<file path="config.mk">
export PLATFORM = sky130hd
export DESIGN_NAME = ram_access_ctrl
export DESIGN_NICKNAME = d
export VERILOG_FILES = /design/src/rtl/ram_access_ctrl.sv
export SDC_FILE = /design/constraint.sdc
export NUM_CORES = 1
export LEC_CHECK = 0
export BUFFER_PORTS_ARGS = -buffer_cell sky130_fd_sc_hd__buf_2
export CORE_UTILIZATION = 40
export CTS_CLUSTER_SIZE = 24
export DETAILED_ROUTE_END_ITERATION = 6
export PLACE_DENSITY = 0.69
export SETUP_SLACK_MARGIN = 0.1
export SLEW_MARGIN = 5
export SYNTH_ARGS = -nofsm -noshare
export SYNTH_HDL_FRONTEND = slang
export SYNTH_SLANG_ARGS = --single-unit
</file>
<file path="constraint.sdc">
create_clock -name clk -period 1.8 [get_ports clk]
set_input_delay 0.45 -clock clk [delete_from_list [all_inputs] [get_ports clk]]
set_output_delay 0.45 -clock clk [all_outputs]
set_load 0.05 [all_outputs]
</file>
<file path="src/rtl/ram_access_ctrl.sv">
// ram_access_ctrl
//   Load/store front end for a 2**RAM_AW x 16 data RAM. It accepts 16-bit and
//   32-bit byte-addressed CPU requests and runs one or two 16-bit RAM cycles
//   for each one. Data is little-endian, so the low halfword sits at the even
//   index. Misaligned requests are answered with resp_err and never reach the
//   RAM.
//
// Ports
//   clk, rst          : clock; synchronous active-high reset
//   req_valid/ready   : request handshake (req_ready is high only in IDLE)
//   req_we, req_size  : 1=store / 0=load; 0=halfword / 1=word
//   req_addr          : byte address, RAM_AW+1 bits
//   req_wdata         : store data
//   req_signed        : sign-extend halfword loads (only with RAM_ACC_SIGN_EXT_EN)
//   resp_valid/ready  : response handshake
//   resp_rdata        : load data (0 for stores and errors)
//   resp_err          : misaligned request
//   ram_write_n       : RAM write enable, active low
//   ram_addr          : RAM halfword index
//   ram_data_in       : RAM write data
//   ram_data_out      : RAM read data, combinational from ram_addr
//
// Build option
//   RAM_ACC_SIGN_EXT_EN : adds req_signed and sign extension of halfword loads.
module ram_access_ctrl #(
  parameter int unsigned RAM_AW = 10
) (
  input  logic              clk,
  input  logic              rst,
  input  logic              req_valid,
  output logic              req_ready,
  input  logic              req_we,
  input  logic              req_size,
  input  logic [RAM_AW:0]   req_addr,
  input  logic [31:0]       req_wdata,
`ifdef RAM_ACC_SIGN_EXT_EN
  input  logic              req_signed,
`endif
  output logic              resp_valid,
  input  logic              resp_ready,
  output logic [31:0]       resp_rdata,
  output logic              resp_err,
  output logic              ram_write_n,
  output logic [RAM_AW-1:0] ram_addr,
  output logic [15:0]       ram_data_in,
  input  logic [15:0]       ram_data_out
);

  localparam logic [1:0] IDLE = 2'd0;
  localparam logic [1:0] LO   = 2'd1;
  localparam logic [1:0] HI   = 2'd2;
  localparam logic [1:0] RESP = 2'd3;

  logic [1:0]        state_q,    state_d;
  logic              we_q,       we_d;
  logic              size_q,     size_d;
  logic              sext_q,     sext_d;
  logic [31:0]       wdata_q,    wdata_d;
  logic [31:0]       rdata_q,    rdata_d;
  logic              err_q,      err_d;
  logic [RAM_AW-1:0] ram_addr_q, ram_addr_d;

  logic misaligned;
  logic req_sext;

`ifdef RAM_ACC_SIGN_EXT_EN
  assign req_sext = req_signed;
`else
  assign req_sext = 1'b0;
`endif

  assign misaligned = req_size ? (req_addr[1:0] != 2'b00) : req_addr[0];

  always_comb begin
    state_d    = state_q;
    we_d       = we_q;
    size_d     = size_q;
    sext_d     = sext_q;
    wdata_d    = wdata_q;
    rdata_d    = rdata_q;
    err_d      = err_q;
    ram_addr_d = ram_addr_q;
    case (state_q)
      IDLE: begin
        if (req_valid) begin
          we_d    = req_we;
          size_d  = req_size;
          sext_d  = req_sext;
          wdata_d = req_wdata;
          rdata_d = '0;
          if (misaligned) begin
            err_d   = 1'b1;
            state_d = RESP;
          end else begin
            err_d = 1'b0;
            // The index is registered here so it is already valid during LO.
            ram_addr_d = req_addr[RAM_AW:1];
            state_d    = LO;
          end
        end
      end
      LO: begin
        if (!we_q) begin
          rdata_d[15:0] = ram_data_out;
          if (!size_q && sext_q) rdata_d[31:16] = {16{ram_data_out[15]}};
        end
        if (size_q) begin
          // Word alignment keeps this index even, so the increment cannot wrap.
          ram_addr_d = ram_addr_q + 1'b1;
          state_d    = HI;
        end else begin
          state_d = RESP;
        end
      end
      HI: begin
        if (!we_q) rdata_d[31:16] = ram_data_out;
        state_d = RESP;
      end
      default: begin
        if (resp_ready) begin
          rdata_d = '0;
          err_d   = 1'b0;
          state_d = IDLE;
        end
      end
    endcase
  end

  always_ff @(posedge clk) begin
    if (rst) begin
      state_q    <= IDLE;
      we_q       <= 1'b0;
      size_q     <= 1'b0;
      sext_q     <= 1'b0;
      wdata_q    <= '0;
      rdata_q    <= '0;
      err_q      <= 1'b0;
      ram_addr_q <= '0;
    end else begin
      state_q    <= state_d;
      we_q       <= we_d;
      size_q     <= size_d;
      sext_q     <= sext_d;
      wdata_q    <= wdata_d;
      rdata_q    <= rdata_d;
      err_q      <= err_d;
      ram_addr_q <= ram_addr_d;
    end
  end

  assign req_ready  = (state_q == IDLE);
  assign resp_valid = (state_q == RESP);
  assign resp_rdata = rdata_q;
  assign resp_err   = err_q;
  assign ram_addr   = ram_addr_q;

  // rst gates the write strobe so an aborted cycle does not commit at the
  // same edge that resets the controller.
  assign ram_write_n = rst || !we_q || !((state_q == LO) || (state_q == HI));

  always_comb begin
    ram_data_in = '0;
    if (state_q == LO)      ram_data_in = wdata_q[15:0];
    else if (state_q == HI) ram_data_in = wdata_q[31:16];
  end

endmodule

</file>
==> impl_metrics.toml <==
[worst_hold_path]
hold_path_class = "in2reg"

[power]
power_density_nw_per_um2 = 1750
power.total_uw = 11400
ir_drop_uv = 1020
p_leak_uw = 0.00269

[timing]
max_slew_margin_pct = 66.8
rsz0062_at_grt = "yes"
final_hold_viol_count = 0
setup_viol = 96
slew_viol_final = 0
finClkSkew_ps = 17.1
post-route-min-period_ps = 2130
fmax_mhz = 470
period_share_pct = 118
setup_ws_ps = -327
worst_pin_slew_ps = 498

[floorplan]
row_count = 34
io_pins = 127
coreArea_sq_um = 8720
dieArea_sq_um = 9360
start_util_pct = 41.2
dieHeight_um = 96.8
die_w_um = 96.8

[placement]
placed_cell_area_sq_um = 4630
place_hpwl_mm = 7.03
gp_congestion = 0.826
pre_cts_ws_ps = -225
numPortBuffers = 126

[setup_path]
required_ps = 1350
cp-start-kind = "flop"
reg2reg_to = "resp_rdata[30]"
rr_startpoint = "state_q[1]"
reg2reg_depth = 11
critPathLaunch = "state_q[1]"
worstSetupPathType = "reg2out"
critPathCapture = "ram_data_in[15]"
critPathMaxFanout = 7
crit_path_end_kind = "output port"
ff2ff_setup_slack_ps = -310
critPathArrivalTime_ps = 1680

[global_routing]
grt-ovfl-total = 0
antenna_found_initial = 0
grt_start_max_net_pins = 80
grt.met2_usage_pct = 40.5
grt_use_total_pct = 25.3
first_global_vias = 3886
use_met1_pct = 33.0
grt_first_pass_wirelength_mm = 19.3
use_met3_pct = 6.14
busiest_layer = "met2"

[final_layout]
layout_commonest_cell = "buf_2"
num_antenna_cells = 0
final_cell_mix = "buf_2, nand2_1, dfxtp_1"
drive_gt1_share_pct = 61.4
nets = 716
syn_to_final_growth_pct = 81.6
fin_area_sq_um = 6520
fillCellCount = 591
fin_util_pct = 74.8

[detailed_routing]
drtIter0Drc = 229
num_vias = 4400
dr.pass1.iters = 5
routed_wl_mm = 14.1
wl_per_cell_um = 18.6
ant_nets = 0
route.detailed.drc = 0
vias_per_cell = 5.80

[logic_synthesis]
netlist-cell-type-count = 50
ys_ff_latch = 79
syn_area_per_cell_sq_um = 7.59
synthCells = 473
syn_nets = 544
ys.flop_type = "dfxtp_1"
synthArstFlopShare_pct = 0
syn-cell-area_sq_um = 3590
synth_edf_count = 0
ys_seq_area_share_pct = 44.0
ys_warn_count = 0

[clocking]
clock_sinks = 79
clk_path_buf_depth = 2
clockRootBuffer = "clkbuf_8"
hold_buffers = 0
cts.clk_slew.worst_paths_ps = 100
clk_latency_ps = 370
cts-htree-levels = 3
cts_tree = "yes"
numCtsBuffers = 9

[outcome]
violations = "setup timing"
status = "finished, violations left"

[job]
cap_violations = 0
## synthesized netlist by cell type (all sizes together), types with 2 or more instances
library cell    n  area [sq um]
o31ai           5          37.5
a21boi          2          15.0
a31oi           2          12.5
o21a            3          22.5
inv             6          22.5
ha              6          75.1
nor2            5          18.8
nand3          23           120
a21oi          81           413
clkbuf         18          67.6
nand4          18           113
nand2         145           544
a21o            2          15.0
nand2b          3          18.8
nor2b           2          15.0
buf            19           121
nand4b          3          26.3
a211o           2          17.5
dfxtp          79          1580
nor3            4          25.0
o21ai          23           123
a211oi          3          22.5
or3             2          12.5
## area by class of cell
| cell class | count | area (sq um) | share of cell area [%] |
|---|---|---|---|
| tap | 108 | 135 | 2.07 |
| sequential | 79 | 1590 | 24.4 |
| inverter | 6 | 40.0 | 0.614 |
| clock buffer | 9 | 124 | 1.90 |
| multi-input combinational | 352 | 2830 | 43.5 |
| timing repair buffer | 197 | 1740 | 26.6 |
| clock inverter | 7 | 62.6 | 0.960 |
## routing by layer
layer / share of wire, % / vias to the layer above
met4: 3.6 / 0
met2: 51 / 221
met5: 0 / -
met1: 39 / 2140
met3: 6.3 / 47
li1: - / 1992
## worst max-delay path, cell delays in order, from the launching register on
cell       delay, ps
dfxtp_2          360
buf_6            100
inv_4             30
ha_4             180
clkbuf_16        180
buf_6            120
o21ai_4          160
buf_8            170
## per-stage QoR
step / setup TNS, ps / std cells / hold slack [ps]
floorplan: 0 / 473 / 437
global route: -21970 / 758 / 325
global placement: -3710 / 697 / 436
detailed placement: -5270 / 697 / 440
CTS: -9190 / 742 / 312
finish: -16810 / 758 / 327
## registers in the layout, indices dropped and copies added (netlist names)
register    flops
resp_rdata     32
wdata_q        32
ram_addr       10
state_q         2
resp_err        1
size_q          1
we_q            1
## worst min-delay path by stage
stage,from,to,slack [ps],cells past startpoint
detailed placement,resp_rdata[18],resp_rdata[18],440,2
floorplan,wdata_q[0],wdata_q[0],440,2
finish,req_wdata[18],wdata_q[18],330,3
global route,req_wdata[24],wdata_q[24],320,3
CTS,req_wdata[30],wdata_q[30],310,3
global placement,resp_rdata[27],resp_rdata[27],440,2
## power by group
| group | switching (uW) | internal (uW) | leakage (uW) |
|---|---|---|---|
| clock network | 776 | 534 | 0.0000946 |
| logic | 4300 | 3430 | 0.00195 |
| registers | 313 | 2080 | 0.000646 |
| total | 5390 | 6040 | 0.00269 |
## cells by family (layout without fill, tap and decap cells)
| logic type | Yosys count | in the layout | synth area share [%] |
|---|---|---|---|
| flops | 79 | 79 | 44.0 |
| mux | 1 | 1 | 0.279 |
| buf+inv | 43 | 219 | 5.89 |
| simple gates | 213 | 214 | 26.9 |
| compound gates | 131 | 131 | 20.8 |
| fa+ha+maj | 6 | 6 | 2.09 |
## repair_timing
item | in CTS | in global routing
gates resized for setup | 102 | 200
buffers inserted | 24 | 11
endpoints found under the setup margin | 63 | 98
pin swaps | 20 | 83
cloned | 5 | 7
(Power assumes the default switching activity.)
